[src/rtl/dense_pkg.sv]
// Shared constants for the dense output layer: word sizes, FSM encoding and
// saturation limits.
package dense_pkg;

  localparam int WORD_SIZE   = 32;
  localparam int NUM_CLASSES = 10;
  localparam int ADR_SIZE    = 4;

  localparam logic [1:0] IDLE = 2'd0;
  localparam logic [1:0] RUN  = 2'd1;
  localparam logic [1:0] DONE = 2'd2;

  localparam logic [WORD_SIZE-1:0] SAT_MAX = 32'h7FFF_FFFF;
  localparam logic [WORD_SIZE-1:0] SAT_MIN = 32'h8000_0000;

endpackage

[src/rtl/sat_add_s.sv]
// Combinational signed saturating adder; also reused by the conv bias stage.
module sat_add_s #(
  parameter int WORD_SIZE = 32
) (
  input  logic [WORD_SIZE-1:0] a_i,
  input  logic [WORD_SIZE-1:0] b_i,
  output logic [WORD_SIZE-1:0] sum_o
);

  logic [WORD_SIZE:0] wide;

  assign wide = {a_i[WORD_SIZE-1], a_i} + {b_i[WORD_SIZE-1], b_i};

  // Overflow when the extra sign bit disagrees with the result sign bit.
  always_comb begin
    sum_o = wide[WORD_SIZE-1:0];
    if (wide[WORD_SIZE] != wide[WORD_SIZE-1]) begin
      sum_o = wide[WORD_SIZE] ? {1'b1, {(WORD_SIZE-1){1'b0}}}
                              : {1'b0, {(WORD_SIZE-1){1'b1}}};
    end
  end

endmodule

[src/rtl/dense_bias_argmax_ctrl.sv]
// Final dense layer sequencer: adds per-neuron bias with saturation, streams
// the biased logits and reports the argmax class at the end of each pass.
module dense_bias_argmax_ctrl
  import dense_pkg::*;
#(
  parameter int WORD_SIZE   = 32,
  parameter int NUM_CLASSES = 10,
  parameter int ADR_SIZE    = 4
) (
  input  logic                 clk,
  input  logic                 rst,
  input  logic                 start,
  output logic                 busy,
  input  logic                 acc_valid,
  output logic                 acc_ready,
  input  logic [WORD_SIZE-1:0] acc_data,
  output logic [ADR_SIZE-1:0]  bias_adr,
  input  logic [WORD_SIZE-1:0] bias_data,
  output logic                 logit_valid,
  output logic [ADR_SIZE-1:0]  logit_idx,
  output logic [WORD_SIZE-1:0] logit_data,
  output logic                 done,
  output logic [ADR_SIZE-1:0]  class_out,
  output logic [WORD_SIZE-1:0] class_max
);

  logic [1:0]           state_q, state_d;
  logic [ADR_SIZE-1:0]  count_q, count_d;
  logic [ADR_SIZE-1:0]  arg_q, arg_d;
  logic [WORD_SIZE-1:0] max_q, max_d;
  logic                 max_valid_q, max_valid_d;
  logic                 logit_valid_q, logit_valid_d;
  logic [ADR_SIZE-1:0]  logit_idx_q, logit_idx_d;
  logic [WORD_SIZE-1:0] logit_data_q, logit_data_d;
  logic [ADR_SIZE-1:0]  class_out_q, class_out_d;
  logic [WORD_SIZE-1:0] class_max_q, class_max_d;

  logic                 accept;
  logic                 is_last;
  logic                 take_max;
  logic [WORD_SIZE-1:0] sum;

  sat_add_s #(
    .WORD_SIZE(WORD_SIZE)
  ) u_sat_add (
    .a_i  (acc_data),
    .b_i  (bias_data),
    .sum_o(sum)
  );

  assign acc_ready   = (state_q == RUN);
  assign busy        = (state_q != IDLE);
  assign done        = (state_q == DONE);
  assign bias_adr    = count_q;
  assign logit_valid = logit_valid_q;
  assign logit_idx   = logit_idx_q;
  assign logit_data  = logit_data_q;
  assign class_out   = class_out_q;
  assign class_max   = class_max_q;

  assign accept   = acc_valid && acc_ready;
  assign is_last  = (count_q == ADR_SIZE'(NUM_CLASSES - 1));
  // Strict compare so ties keep the lower neuron index.
  assign take_max = !max_valid_q || ($signed(sum) > $signed(max_q));

  always_comb begin
    state_d       = state_q;
    count_d       = count_q;
    arg_d         = arg_q;
    max_d         = max_q;
    max_valid_d   = max_valid_q;
    logit_valid_d = 1'b0;
    logit_idx_d   = logit_idx_q;
    logit_data_d  = logit_data_q;
    class_out_d   = class_out_q;
    class_max_d   = class_max_q;

    case (state_q)
      IDLE: begin
        if (start) begin
          state_d     = RUN;
          count_d     = '0;
          max_valid_d = 1'b0;
          class_out_d = '0;
          class_max_d = '0;
        end
      end
      RUN: begin
        if (accept) begin
          logit_valid_d = 1'b1;
          logit_idx_d   = count_q;
          logit_data_d  = sum;
          count_d       = count_q + 1'b1;
          if (take_max) begin
            max_d       = sum;
            arg_d       = count_q;
            max_valid_d = 1'b1;
          end
          // Publish the result now so it is visible alongside done.
          if (is_last) begin
            state_d     = DONE;
            class_out_d = take_max ? count_q : arg_q;
            class_max_d = take_max ? sum : max_q;
          end
        end
      end
      DONE:    state_d = IDLE;
      default: state_d = IDLE;
    endcase
  end

  always_ff @(posedge clk or posedge rst) begin
    if (rst) begin
      state_q       <= IDLE;
      count_q       <= '0;
      arg_q         <= '0;
      max_q         <= '0;
      max_valid_q   <= 1'b0;
      logit_valid_q <= 1'b0;
      logit_idx_q   <= '0;
      logit_data_q  <= '0;
      class_out_q   <= '0;
      class_max_q   <= '0;
    end else begin
      state_q       <= state_d;
      count_q       <= count_d;
      arg_q         <= arg_d;
      max_q         <= max_d;
      max_valid_q   <= max_valid_d;
      logit_valid_q <= logit_valid_d;
      logit_idx_q   <= logit_idx_d;
      logit_data_q  <= logit_data_d;
      class_out_q   <= class_out_d;
      class_max_q   <= class_max_d;
    end
  end

endmodule

[config.mk]
export PLATFORM = sky130hd
export DESIGN_NAME = dense_bias_argmax_ctrl
export DESIGN_NICKNAME = d
export VERILOG_FILES = /design/src/rtl/dense_pkg.sv /design/src/rtl/sat_add_s.sv /design/src/rtl/dense_bias_argmax_ctrl.sv
export SDC_FILE = /design/constraint.sdc
export NUM_CORES = 1
export LEC_CHECK = 0
export ABC_AREA = 1
export ABC_CLOCK_PERIOD_IN_PS = 4800
export BUFFER_PORTS_ARGS = -buffer_cell sky130_fd_sc_hd__buf_4
export CAP_MARGIN = 20
export CORE_MARGIN = 2
export CORE_UTILIZATION = 35
export CTS_BUF_LIST = sky130_fd_sc_hd__clkbuf_8 sky130_fd_sc_hd__clkbuf_16
export DETAILED_ROUTE_END_ITERATION = 7
export MAX_ROUTING_LAYER = met4
export PLACE_DENSITY = 0.6
export SKIP_LAST_GASP = 1
export SLEW_MARGIN = 20
export SYNTH_ARGS = -nofsm -noshare
export SYNTH_HDL_FRONTEND = slang
export SYNTH_SLANG_ARGS = --single-unit
[constraint.sdc]
create_clock -name clk -period 4.8 [get_ports clk]
set_input_delay 0.48 -clock clk [delete_from_list [all_inputs] [get_ports clk]]
set_output_delay 0.48 -clock clk [all_outputs]
set_load 0.05 [all_outputs]
==> results.py <==
metrics = {
    "worst_setup_path": {
        "timing.reg2reg.setup_slack_ns": 2.09,
        "worst_path_most_repeated_cell": "nand2_1",
        "arrival_ns": 4.47,
        "cp_slowest_cell": "nor4_1",
        "worst_ep_required_time_ns": 5.11,
        "cp_capture_type": "flip-flop",
        "critPathKind": "input pin to flip-flop",
        "worstPathMaxFanout": 24,
        "setup.worst_path.start_class": "input pin",
        "crit_buf_inv": 6,
        "max_stage_delay_ns": 0.40,
        "critPathTopFamily": "simple AND/OR/NAND/NOR gates",
    },
    "routing": {
        "num_vias": 8083,
        "avgViaCountPerCell": 4.76,
        "drt-pass1-iter-count": 5,
        "wl_per_cell_um": 14.6,
        "routed_wirelength_mm": 24.7,
        "drcViolationCount": 0,
        "initialDrtViolationCount": 365,
        "ant_nets": 0,
    },
    "logic_synthesis": {
        "postSynthAreaPerCell_um2": 6.77,
        "synth.ff_latch_count": 116,
        "synthesized_net_count": 1351,
        "edff_count_synth": 0,
        "ys_seq_area_frac": 0.353,
        "proportion_of_synthesized_flip_flops_having_asynchronous_set_or_reset": 1.00,
        "yosys_warnings": 0,
        "synth_cell_types": 33,
        "synth_area_um2": 8230,
        "synth_ff_type": "dfrtp_1",
        "synth_top_cells_by_count": "nand2_1, inv_1, dfrtp_1, nand3_1, ha_1",
        "post-synth-top-area-cell": "dfrtp_1",
        "synth.most_common_cell": "nand2_1",
        "syn_inst": 1216,
        "synth.top_cells.by_area": "dfrtp_1, nand2_1, ha_1",
        "netlist.area_leader.share": 0.353,
    },
    "clock_network": {
        "tritoncts": "done",
        "cts_resized": 0,
        "worstSkewPairLatency_ns": 0.42,
        "cts_inserted_buffers": 17,
        "cts_hold_buf": 0,
        "cts.sink_count": 116,
        "post_cts.repair.setup_buffers": 0,
        "cts-htree-levels": 4,
        "ctsLongestPathBuffers": 2,
        "clk_root_buffer_cell": "clkbuf_16",
        "clkSlewWorstSetupHoldPaths_ns": 0.06,
    },
    "timing": {
        "finClkSkew_ns": 0.00712,
        "period_share": 0.868,
        "rsz_0062_raised_after_global_routing": "false",
        "setup_tns_ns": 0,
        "tightestPinTransition_ns": 0.869,
        "finalHoldViolations": 0,
        "slew_headroom": 0.420,
        "max_freq_mhz": 240,
        "period_needed_ns": 4.17,
        "setup_ws_ns": 0.632,
        "final_setup_violation_count": 0,
        "report.final.slew_viol_count": 0,
    },
    "placed_design": {
        "placement.setup.worst_slack_ns": 0.188,
        "port_buffers": 147,
        "dp_cells": 1665,
        "dp.final_hpwl_mm": 18.7,
        "placer_s_final_routability_congestion_estimate": 0.907,
    },
    "power": {
        "leakage_nw": 5.87,
        "peakVddDrop_mv": 0.348,
        "design_power_total_mw": 7.38,
        "power-per-cell-area_nw_per_um2": 716,
    },
    "floorplan": {
        "die_width_um": 157,
        "i_o_pins": 148,
        "rows": 56,
        "initial_utilization": 0.354,
        "chipHeight_um": 157,
        "coreArea_um2": 23300,
        "die_area_um2": 24800,
    },
    "layout": {
        "final_layout_size_suffix_gt1_frac": 0.160,
        "post-route-util": 0.443,
        "nets": 1500,
        "multi_input_comb_area_um2": 4620,
        "non_filler_instances": 1697,
        "seqCellArea_um2": 2900,
        "area_delta_synth_final_pct": 25.1,
        "num-fill-cells": 2526,
        "antenna_cells_inserted": 0,
    },
    "global_routing": {
        "grt_pass1_vias": 7966,
        "grt_first_pass_wirelength_mm": 40.6,
        "grtUsageTotal": 0.215,
        "grt-ovfl-total": 0,
        "grt_max_degree": 82,
        "grt_antenna_before_repair": 0,
    },
    "hold_path": {
        "hp-class": "input pin to async pin",
    },
    "run_status": {
        "run_status": "complete, no violations",
    },
    "job": {
        "maxCapViolCount": 0,
    },
}
[power breakdown]
group	internal [mW]	switching [mW]
clock	0.703	0.469
sequential	1.45	0.314
combinational	1.38	3.07
total	3.53	3.85
[per-stage QoR]
step	hold slack, ns	cell area [um2]
after floorplan	0.440	8230
after global placement	0.453	9760
after detailed placement	0.456	9760
after CTS	0.0588	10300
after global routing	0.0839	10300
final	0.0494	10300
[placed cells by master (no fill, tap or decap), drive strengths merged]
cell	n
o21a	2
bufinv	1
xor2	8
and2	3
clkbuf	17
inv	149
nor2	54
buf	166
o21ai	41
nand2	522
xnor2	14
a21o	2
nand4	6
or2	1
o21bai	9
nand3	112
nor4	3
clkinv	9
a21oi	55
clkinvlp	3
o311ai	1
nor3	4
nand3b	11
nor3b	2
fa	1
dfrtp	116
ha	66
[registers in the layout (all words and copies together) (netlist names)]
signal and flops:
arg_q 4, bias_adr 4, state_q 2, logit_data 32, class_max 32, logit_valid 1
class_out 4, logit_idx 4, max_valid_q 1, max_q 32
[final timing paths]
kind / cells after the start / from / to
hold reg to reg: 2 / arg_q[0] / arg_q[0]
setup reg to reg: 10 / state_q[0] / class_max[15]
hold / removal: 2 / rst / state_q[0]
min in group clk: 2 / start / bias_adr[2]
setup / recovery: 32 / acc_data[0] / max_q[20]
max in group asynchronous: 3 / rst / logit_data[20]
[per-layer routing]
metal | track usage | share of wire | vias to the layer above
met3 | 0.0289 | 0.042 | 28
met5 | - | 0 | -
met1 | 0.275 | 0.46 | 3727
met2 | 0.358 | 0.48 | 196
met4 | 0.0602 | 0.015 | 0
li1 | - | - | 4132
[kinds of logic after synthesis]
family                   count (synthesis)  synth area share
XOR/XNOR                                22            0.0234
flip-flops                             116             0.353
buffers and inverters                  183            0.0874
adder cells (fa/ha/maj)                 67             0.103
AND/OR/NAND/NOR                        718             0.360
AO/OA/AOI/OAI                          110            0.0736
[layout make-up]
| class | instances | share of cell area |
|---|---|---|
| Clock inverter | 15 | 0.0114 |
| Timing Repair Buffer | 166 | 0.125 |
| Inverter | 147 | 0.0538 |
| Tap cell | 319 | 0.0387 |
| Multi-Input combinational cell | 917 | 0.448 |
| Sequential cell | 116 | 0.282 |
| Clock buffer | 17 | 0.0413 |
No activity file was read; power rests on OpenSTA's default activity.
